File: config.mk
export PLATFORM = sky130hd
export DESIGN_NAME = top
export DESIGN_NICKNAME = d
export VERILOG_FILES = /design/src/rtl/top.sv
export SDC_FILE = /design/constraint.sdc
export NUM_CORES = 1
export LEC_CHECK = 0
export CAP_MARGIN = 30
export CORE_MARGIN = 1
export CORE_UTILIZATION = 55
export CTS_CLUSTER_DIAMETER = 80
export DETAILED_ROUTE_END_ITERATION = 8
export GPL_TIMING_DRIVEN = 0
export HOLD_SLACK_MARGIN = 0.02
export PLACE_DENSITY = 0.73
export SLEW_MARGIN = 30
export SYNTH_ARGS = -nofsm -noshare
export SYNTH_HDL_FRONTEND = slang
export SYNTH_SLANG_ARGS = --single-unit
File: constraint.sdc
create_clock -name clk -period 3.3 [get_ports clk]
set_input_delay 0.66 -clock clk [delete_from_list [all_inputs] [get_ports clk]]
set_output_delay 0.66 -clock clk [all_outputs]
set_load 0.02 [all_outputs]
File: src/rtl/top.sv
// UART packet engine: 8N1 receiver, 4-byte-header packet parser (echo / add32 / xor32),
// TX byte queue and back-to-back 8N1 transmitter, all on one clock.
module top #(
  parameter int PRESCALE   = 1,
  parameter int DATA_WIDTH = 8,
  parameter int FIFO_DEPTH = 4
) (
  input  logic clk,
  input  logic rst,
  input  logic rx_i,
  output logic tx_o
);

  localparam int BIT_CYCLES  = 8 * PRESCALE;
  localparam int HALF_CYCLES = 4 * PRESCALE;
  localparam int CNT_W       = $clog2(BIT_CYCLES + 1);
  localparam int BIDX_W      = $clog2(DATA_WIDTH + 1);
  localparam int PTR_W       = (FIFO_DEPTH > 1) ? $clog2(FIFO_DEPTH) : 1;
  localparam int FCNT_W      = $clog2(FIFO_DEPTH + 1);

  localparam logic [CNT_W-1:0]  BIT_END  = CNT_W'(BIT_CYCLES - 1);
  localparam logic [CNT_W-1:0]  HALF_END = CNT_W'(HALF_CYCLES - 1);
  localparam logic [BIDX_W-1:0] LAST_BIT = BIDX_W'(DATA_WIDTH - 1);

  localparam logic [7:0] OP_ECHO = 8'hEC;
  localparam logic [7:0] OP_ADD  = 8'hA0;
  localparam logic [7:0] OP_XOR  = 8'hA2;

  // ---------------------------------------------------------------------------
  // Input synchronizer; rx_prev resets high so the first falling edge after
  // reset is seen as a start bit.
  logic rx_meta, rx_sync, rx_prev;

  always_ff @(posedge clk) begin
    if (!rst) begin
      rx_meta <= 1'b1;
      rx_sync <= 1'b1;
      rx_prev <= 1'b1;
    end else begin
      rx_meta <= rx_i;
      rx_sync <= rx_meta;
      rx_prev <= rx_sync;
    end
  end

  // ---------------------------------------------------------------------------
  // Receiver
  typedef enum logic [2:0] {RX_IDLE, RX_START, RX_DATA, RX_STOP, RX_HOLD} rx_state_t;

  rx_state_t               rx_state, rx_state_n;
  logic [CNT_W-1:0]        rx_cnt, rx_cnt_n;
  logic [BIDX_W-1:0]       rx_bits, rx_bits_n;
  logic [DATA_WIDTH-1:0]   rx_shift, rx_shift_n;
  logic                    rx_valid;

  always_ff @(posedge clk) begin
    if (!rst) begin
      rx_state <= RX_IDLE;
      rx_cnt   <= '0;
      rx_bits  <= '0;
      rx_shift <= '0;
    end else begin
      rx_state <= rx_state_n;
      rx_cnt   <= rx_cnt_n;
      rx_bits  <= rx_bits_n;
      rx_shift <= rx_shift_n;
    end
  end

  always_comb begin
    rx_state_n = rx_state;
    rx_cnt_n   = rx_cnt + CNT_W'(1);
    rx_bits_n  = rx_bits;
    rx_shift_n = rx_shift;
    rx_valid   = 1'b0;
    case (rx_state)
      RX_IDLE: begin
        rx_cnt_n = '0;
        if (rx_prev && !rx_sync) rx_state_n = RX_START;
      end
      RX_START: begin
        // Mid-start recheck filters glitches shorter than half a bit.
        if (rx_cnt == HALF_END) begin
          rx_cnt_n   = '0;
          rx_bits_n  = '0;
          rx_state_n = rx_sync ? RX_IDLE : RX_DATA;
        end
      end
      RX_DATA: begin
        if (rx_cnt == BIT_END) begin
          rx_cnt_n   = '0;
          rx_shift_n = {rx_sync, rx_shift[DATA_WIDTH-1:1]};
          if (rx_bits == LAST_BIT) rx_state_n = RX_STOP;
          else                     rx_bits_n  = rx_bits + BIDX_W'(1);
        end
      end
      RX_STOP: begin
        if (rx_cnt == BIT_END) begin
          rx_cnt_n = '0;
          if (rx_sync) begin
            rx_valid   = 1'b1;
            rx_state_n = RX_IDLE;
          end else begin
            rx_state_n = RX_HOLD;
          end
        end
      end
      RX_HOLD: begin
        // Framing error: byte dropped, wait for the line to return high.
        rx_cnt_n = '0;
        if (rx_sync) rx_state_n = RX_IDLE;
      end
      default: rx_state_n = RX_IDLE;
    endcase
  end

  // ---------------------------------------------------------------------------
  // Packet parser
  typedef enum logic [2:0] {
    P_OPCODE, P_RSVD, P_LEN_LO, P_LEN_HI, P_PAYLOAD, P_RESPOND
  } p_state_t;

  p_state_t               p_state, p_state_n;
  logic [7:0]             opcode;
  logic [7:0]             len_lo;
  logic [15:0]            remaining;
  logic [31:0]            acc;
  logic [31:0]            operand;
  logic [1:0]             op_pos;
  logic [1:0]             resp_idx;

  logic [7:0]             rx_byte;
  logic [15:0]            len_full;
  logic [31:0]            operand_merged;
  logic [31:0]            acc_combined;
  logic [31:0]            acc_shifted;
  logic                   is_arith;
  logic                   last_payload;

  // Queue handshake: push and pop are single-cycle strobes. A push while the
  // queue is full is silently ignored; pop is only raised when it is non-empty.
  logic                   push;
  logic [DATA_WIDTH-1:0]  push_data;
  logic                   pop;

  assign rx_byte        = 8'(rx_shift);
  assign len_full       = {rx_byte, len_lo};
  assign is_arith       = (opcode == OP_ADD) || (opcode == OP_XOR);
  assign last_payload   = (remaining == 16'd1);
  assign operand_merged = operand | ({24'd0, rx_byte} << {op_pos, 3'b000});
  assign acc_combined   = (opcode == OP_ADD) ? (acc + operand_merged) : (acc ^ operand_merged);
  assign acc_shifted    = acc >> {resp_idx, 3'b000};

  always_comb begin
    p_state_n = p_state;
    push      = 1'b0;
    push_data = rx_shift;
    case (p_state)
      P_OPCODE: if (rx_valid) p_state_n = P_RSVD;
      P_RSVD:   if (rx_valid) p_state_n = P_LEN_LO;
      P_LEN_LO: if (rx_valid) p_state_n = P_LEN_HI;
      P_LEN_HI: if (rx_valid) p_state_n = (len_full > 16'd4) ? P_PAYLOAD : P_OPCODE;
      P_PAYLOAD: begin
        if (rx_valid) begin
          push = (opcode == OP_ECHO);
          if (last_payload) p_state_n = is_arith ? P_RESPOND : P_OPCODE;
        end
      end
      P_RESPOND: begin
        // Four result bytes, LSB first, one per cycle; a byte arriving in this
        // short window cannot occur since a frame takes far longer.
        push      = 1'b1;
        push_data = DATA_WIDTH'(acc_shifted[7:0]);
        if (resp_idx == 2'd3) p_state_n = P_OPCODE;
      end
      default: p_state_n = P_OPCODE;
    endcase
  end

  always_ff @(posedge clk) begin
    if (!rst) begin
      p_state   <= P_OPCODE;
      opcode    <= '0;
      len_lo    <= '0;
      remaining <= '0;
      acc       <= '0;
      operand   <= '0;
      op_pos    <= '0;
      resp_idx  <= '0;
    end else begin
      p_state <= p_state_n;
      case (p_state)
        P_OPCODE: begin
          if (rx_valid) begin
            opcode   <= rx_byte;
            acc      <= '0;
            operand  <= '0;
            op_pos   <= '0;
            resp_idx <= '0;
          end
        end
        P_LEN_LO: if (rx_valid) len_lo <= rx_byte;
        P_LEN_HI: if (rx_valid) remaining <= len_full - 16'd4;
        P_PAYLOAD: begin
          if (rx_valid) begin
            remaining <= remaining - 16'd1;
            // A trailing partial operand folds in zero-extended.
            if (op_pos == 2'd3 || last_payload) begin
              if (is_arith) acc <= acc_combined;
              operand <= '0;
              op_pos  <= '0;
            end else begin
              operand <= operand_merged;
              op_pos  <= op_pos + 2'd1;
            end
          end
        end
        P_RESPOND: resp_idx <= resp_idx + 2'd1;
        default: ;
      endcase
    end
  end

  // ---------------------------------------------------------------------------
  // TX byte queue
  logic [DATA_WIDTH-1:0] mem [FIFO_DEPTH];
  logic [PTR_W-1:0]      wr_ptr, rd_ptr;
  logic [FCNT_W-1:0]     fifo_count;
  logic                  push_ok;
  logic                  fifo_empty;

  assign fifo_empty = (fifo_count == '0);
  assign push_ok    = push && (fifo_count != FCNT_W'(FIFO_DEPTH));

  function automatic logic [PTR_W-1:0] ptr_inc(input logic [PTR_W-1:0] p);
    return (p == PTR_W'(FIFO_DEPTH - 1)) ? '0 : p + PTR_W'(1);
  endfunction

  always_ff @(posedge clk) begin
    if (!rst) begin
      wr_ptr     <= '0;
      rd_ptr     <= '0;
      fifo_count <= '0;
    end else begin
      if (push_ok) wr_ptr <= ptr_inc(wr_ptr);
      if (pop)     rd_ptr <= ptr_inc(rd_ptr);
      case ({push_ok, pop})
        2'b10:   fifo_count <= fifo_count + FCNT_W'(1);
        2'b01:   fifo_count <= fifo_count - FCNT_W'(1);
        default: ;
      endcase
    end
  end

  always_ff @(posedge clk) begin
    if (push_ok) mem[wr_ptr] <= push_data;
  end

  // ---------------------------------------------------------------------------
  // Transmitter
  typedef enum logic [1:0] {TX_IDLE, TX_START, TX_DATA, TX_STOP} tx_state_t;

  tx_state_t             tx_state, tx_state_n;
  logic [CNT_W-1:0]      tx_cnt, tx_cnt_n;
  logic [BIDX_W-1:0]     tx_bits, tx_bits_n;
  logic [DATA_WIDTH-1:0] tx_shift, tx_shift_n;

  always_ff @(posedge clk) begin
    if (!rst) begin
      tx_state <= TX_IDLE;
      tx_cnt   <= '0;
      tx_bits  <= '0;
      tx_shift <= '0;
    end else begin
      tx_state <= tx_state_n;
      tx_cnt   <= tx_cnt_n;
      tx_bits  <= tx_bits_n;
      tx_shift <= tx_shift_n;
    end
  end

  always_comb begin
    tx_state_n = tx_state;
    tx_cnt_n   = tx_cnt + CNT_W'(1);
    tx_bits_n  = tx_bits;
    tx_shift_n = tx_shift;
    pop        = 1'b0;
    case (tx_state)
      TX_IDLE: begin
        tx_cnt_n = '0;
        if (!fifo_empty) begin
          pop        = 1'b1;
          tx_shift_n = mem[rd_ptr];
          tx_state_n = TX_START;
        end
      end
      TX_START: begin
        if (tx_cnt == BIT_END) begin
          tx_cnt_n   = '0;
          tx_bits_n  = '0;
          tx_state_n = TX_DATA;
        end
      end
      TX_DATA: begin
        if (tx_cnt == BIT_END) begin
          tx_cnt_n   = '0;
          tx_shift_n = tx_shift >> 1;
          if (tx_bits == LAST_BIT) tx_state_n = TX_STOP;
          else                     tx_bits_n  = tx_bits + BIDX_W'(1);
        end
      end
      TX_STOP: begin
        // Chain straight into the next start bit when more bytes are queued.
        if (tx_cnt == BIT_END) begin
          tx_cnt_n = '0;
          if (!fifo_empty) begin
            pop        = 1'b1;
            tx_shift_n = mem[rd_ptr];
            tx_state_n = TX_START;
          end else begin
            tx_state_n = TX_IDLE;
          end
        end
      end
      default: tx_state_n = TX_IDLE;
    endcase
  end

  always_comb begin
    tx_o = 1'b1;
    case (tx_state)
      TX_START: tx_o = 1'b0;
      TX_DATA:  tx_o = tx_shift[0];
      default:  tx_o = 1'b1;
    endcase
  end

endmodule

After elaboration in Yosys (flattened, before gate mapping):

Memory sizes are Yosys's and may differ from the RTL's. A register that Yosys moved wholly into a read port is not among the register bits.
Index checks and enable logic that the tools add are counted.
Widths: inputs -> output; s select.

* bits in registers: 150
* RAM bits: 32
* bits of input ports: 3
* logic and storage cells: 200
* memories: 1

* add/subtract/negate cells: 13
* $lt $le $gt $ge: 1
* eq/ne operators: 50
* shift-type cells: 2
* multiplexer cells: 77
* bitwise operators: 2
* reduce and logical (&&, ||, !) cells: 32

Memory list
* mem: words 4, width 8, read ports 1, clocked after memory_dff 1, write ports 1, RTL line 226 `logic [DATA_WIDTH-1:0] mem [FIFO_DEPTH];`

Operators by type and width (count)
* $mux 32: 7
* $pmux 32 s2: 2
* $mux 3: 16
* $ne 2x2->1 const B: 22
* $mux 4: 9
* $add 32x32->32: 1
* $mux 16: 2
* $mux 8: 4
* $or 32x32->32: 1
* $pmux 16 s2: 1
* $shl 8x5->32: 1
* $shr 32x5->8: 1
* $xor 32x32->32: 1
* $mux 2: 13
* $eq 8x8->1 const B: 3
* $pmux 4 s2: 3
* $pmux 8 s3: 1
* $pmux 3 s6: 1
* $add 4x1->4 const B: 4
* $eq 16x1->1 const B: 1
* $eq 4x3->1 const B: 4
* $gt 16x3->1 const B: 1
* $sub 16x1->16 const B: 1
* $sub 16x3->16 const B: 1
* 32 further kinds: 76

Depth between registers and ports, before layout:

* depth after elaboration: 8
* depth in mapped cells: 15
* mapped depth without buffers: 13

Worst setup path before layout:

No wires, ideal clock.

* path type: reg2reg
* start: register rx_cnt[0]
* end: register fifo_count[2]
* setup time: 0.070 ns
* data arrival time: 3.267 ns
* required time: 3.230 ns
* path slack: -0.037 ns
* cell stages (with the launch flop): 16
* path buffers: 2
* cell sequence: dfxtp_1 > ha_1 > and3b_1 > clkbuf_1 > nand4_1 > or2_1 > buf_2 > or4_1 > a32oi_1 > inv_1 > ha_1 > inv_1 > fa_1 > xor2_1 > or3_1 > a21oi_1

* longest elaborated chain between the ends: 8
* elaborated cells on any way between the ends: 10

RTL lines
* from (decl): RTL line 51 `logic [CNT_W-1:0] rx_cnt, rx_cnt_n;`
* from (signal assigned): RTL line 64 `rx_cnt <= rx_cnt_n;`
* $eq 4x3->1 *: RTL line 98 `if (rx_cnt == BIT_END) begin`
* $mux 1 *: RTL line 98
* $mux 1 *: RTL line 76 `case (rx_state)`
* $mux 1 *: RTL line 164 `if (rx_valid) begin`
* $pmux 1 s2 *: RTL line 158 `case (p_state)`
* $logic_and 1x1->1 *: RTL line 233 `assign push_ok = push && (fifo_count != FCNT_W'(FIFO_DEPTH));`
* $eq 2x1->1 or $eq 2x2->1 (tied branches): RTL line 247 `case ({push_ok, pop})`
* $pmux 3 s2 or $reduce_bool 2->1 (tied branches)
* to (signal assigned): RTL line 248 `2'b10: fifo_count <= fifo_count + FCNT_W'(1);`
* to (signal assigned): RTL line 249 `2'b01: fifo_count <= fifo_count - FCNT_W'(1);`
* to (decl): RTL line 228 `logic [FCNT_W-1:0] fifo_count;`

Every way passes the cells marked *; elsewhere a longest branch is shown, timed or not.
A chain may end at the register's enable or synchronous reset.

Final worst setup path:

* start: register rx_shift[5] (netlist: rx_byte[5])
* end: register acc[31]

* longest elaborated chain between the ends: 8

RTL lines
* from (decl): RTL line 53 `logic [DATA_WIDTH-1:0] rx_shift, rx_shift_n;`
* from (signal assigned): RTL line 66 `rx_shift <= rx_shift_n;`
* $shl 8x5->32: RTL line 150 `assign operand_merged = operand | ({24'd0, rx_byte} << {op_pos, 3'b000});`
* $or 32x32->32: RTL line 150
* $add 32x32->32: RTL line 151 `assign acc_combined = (opcode == OP_ADD) ? (acc + operand_merged) : (acc ^ operand_merged);`
* $mux 32: RTL line 151
* $mux 32: RTL line 209 `if (is_arith) acc <= acc_combined;`
* $mux 32: RTL line 208 `if (op_pos == 2'd3 || last_payload) begin`
* $mux 32: RTL line 205 `if (rx_valid) begin`
* $pmux 32 s2: RTL line 192 `case (p_state)`
* to (signal assigned): RTL line 209
* to (decl): RTL line 127 `logic [31:0] acc;`

Every way passes these cells. The select of a mux whose other input is x is not followed.

==> results.md <==
- Max cap viols: 0
- VDD IR max: 0.342 mV
- Gate Count Post-Synth: roughly 1200
- Final wirelength: 26.3 mm
- CP endpoint kind: flop
- TritonCTS clock tree: yes
- Critical path fanouts, max: 10
- Mapped Area: 10100 um2
- Post-route setup TNS: 0 ns
- Number of enable flip-flop cells after synthesis: 32
- DRC viols: 0
- Synth top area cells: dfxtp_1 (30%), edfxtp_1 (9.5%), ha_1 (7.3%)
- Via count: approximately 8600
- Core area: 18000 um2
- Ports: 4
- Gr ovfl total: 0
- CP delay by family, top: compound AO/OA/AOI/OAI gates
- Port-buffer cells: 3
- Largest net degree at the start of global routing: 20
- Reg2reg start: rx_byte[5]
- Post-route design area: 11400 um2
- Vias in the first global route: 8183
- Pins Over Slew Limit: 0
- Tightest Pin Transition: roughly 0.84 ns
- Crit path kind: flop to flop
- Layout area overhead: 12.6%
- TritonCTS Buffers: 17
- Leading area contributor after synthesis: dfxtp_1
- Pwr Total: about 4.6 mW
- Final worst slack: 0.0789 ns
- Latest clock arrival within the worst-skew pair: 0.44 ns
- Worst rel slew slack: 0.438
- Power Density: about 400 nW/um2
- Status: finished, final reports clean
- Min Tclk post-route: 3.22 ns
- Crit path arrival time: 3.61 ns
- Yosys reg bits: 184
- Fmax: a little over 300 MHz
- Max stage delay on crit path: 0.51 ns
- Min-delay worst type: flop to flop
- Die Area: 18900 um2
- Final net count: 1248
- Yosys warning count: 0
- LEAKAGE: 4.59 nW
- Worst slack, placed: -0.782 ns
- Most common cell in the netlist: nor2_1
- Final Wtd Congestion: 0.901
- Worst-path clk slew: 0.07 ns
- # clock sinks: roughly 180
- Drt pass-1 iters: 5
- Period utilization: 0.976
- Most used flip-flop cell after synthesis: dfxtp_1
- CP required: 3.69 ns
- Most common library cells after synthesis: nor2_1 (165), dfxtp_1 (152), a21oi_1 (118)
- Synth top area share: 0.301
- Hold path startpoint: rx_cnt[0]
- CTS H-Tree Depth: 4
- GRT Overall Usage: 0.287
- Mapped Nets: 1224
- Initial Utilization: 0.562
- First-pass GRT wire length: around 41 mm
- Post-synth cell types: 65
- Rows: 49
- Layout cells sized above 1: 0.111
- Area after DPL: between 10000 and 15000 um2
- Vias per cell: between 6 and 7
- Post-synth ARST share: 0
- Worst setup SP type: flop
- Sequential-to-total area share from yosys stat: 0.397
- Crit path buf inv count: 1
- CP Cell Sequence: clkbuf_4 -> a21o_1 -> ha_4 -> nor3_1 -> nor2_1 -> a2bb2oi_1 -> o21a_2 -> a21oi_4 -> o31ai_4 -> mux2_2 -> or4_1 -> nand3_1
- Endpoints failing setup: 0
- Drt wl/cell: about 18 um
- CP max-delay cell: or4_1
- Detailed placer's ending HPWL: about 19 mm
- # fillers: 1512
- Initial antenna violation count: 0
- Die H: 137 um
- CTS max path bufs: 2
- Mean Syn Cell Area: 8.70 um2
- Die Width: 137 um
- CTS root buf: clkbuf_16
- Post-route ant nets: 0
- Clock Skew: around 0.011 ns
- Hold Violations, Final: 0
- # hold bufs at CTS: 0
- DR iter-0 viols: 658
- Antenna Cells: 0
- Crit path from: rx_byte[5]
-- worst paths after layout --
kind / to / slack [ns] / cells after the start
max: acc[31] / 0.08 / 12
min: rx_cnt[0] / 0.42 / 1
max reg2reg: acc[31] / 0.08 / 12
min reg2reg: rx_cnt[0] / 0.42 / 1
-- power breakdown --
part | internal [mW] | switching (mW)
combinational | 0.116 | 0.170
sequential | 2.31 | 0.0281
clock | 1.00 | 0.974
total | 3.43 | 1.17
-- metal layers --
metal,part of all wire,track usage
met1,0.45,0.365
met2,0.48,0.480
met3,0.042,0.0530
met4,0.027,0.115
met5,0,0
-- stage by stage --
step	std cells	utilization	hold slack [ns]
2_1_floorplan	1160	-	0.386
5_1_grt	1426	0.633	0.442
6_report	1426	0.633	0.421
3_3_place_gp	1392	0.580	0.393
4_1_cts	1418	0.621	0.426
3_5_place_dp	1392	0.580	0.402
-- area by class of cell --
class                      instances  area (um2)  share of cell area
multi-input combinational        877        5980               0.526
sequential                       184        4030               0.354
clock buffer                      18         429              0.0377
tap                              229         287              0.0252
buffer                            57         267              0.0234
timing repair buffer              18         143              0.0125
clock inverter                    14         126              0.0111
inverter                          29         113             0.00990
-- flip-flops by register name, summed over array words and instances, names as in the netlist, 2 cells and up, named ones only --
register and count:
acc 32, fifo_count 3, len_lo 8, mem 32, op_pos 2, opcode 8, operand 32, p_state 3
rd_ptr 2, remaining 16, resp_idx 2, rx_bits 4, rx_byte 8, rx_cnt 4, rx_state 3, tx_bits 4
tx_cnt 4, tx_shift 8, tx_state 2, wr_ptr 2
-- logic make-up (layout without fill, tap and decap cells) --
logic type,after synthesis,in the layout,share of synthesized area
AO/OA/AOI/OAI,313,313,0.190
XOR/XNOR,44,44,0.0382
adder cells (fa/ha/maj),61,61,0.0771
buffers and inverters,99,136,0.0372
flip-flops,184,184,0.397
multiplexers,59,59,0.0797
AND/OR/NAND/NOR,400,400,0.181
-- what timing repair did --
item / 4_1_cts / 5_1_grt
endpoints found under the setup margin: 56 / 26
buffers inserted: 4 / 11
resized for setup: 44 / 43
pin swaps: 4 / 13
-- layout by cell type, fill, tap and decap left out, types with 32 or more instances in the layout --
| cell | synthesis | routed |
|---|---|---|
| nor2_1 | 165 | 164 |
| dfxtp_1 | 152 | 142 |
| a21oi_1 | 118 | 116 |
| nand2_1 | 99 | 99 |
| o21ai_0 | 52 | 49 |
| ha_1 | 59 | 48 |
| a21o_1 | 47 | 47 |
| clkbuf_1 | 64 | 45 |
| mux2i_1 | 32 | 32 |
| edfxtp_1 | 32 | 32 |
Power figures use the tool's default switching activity.
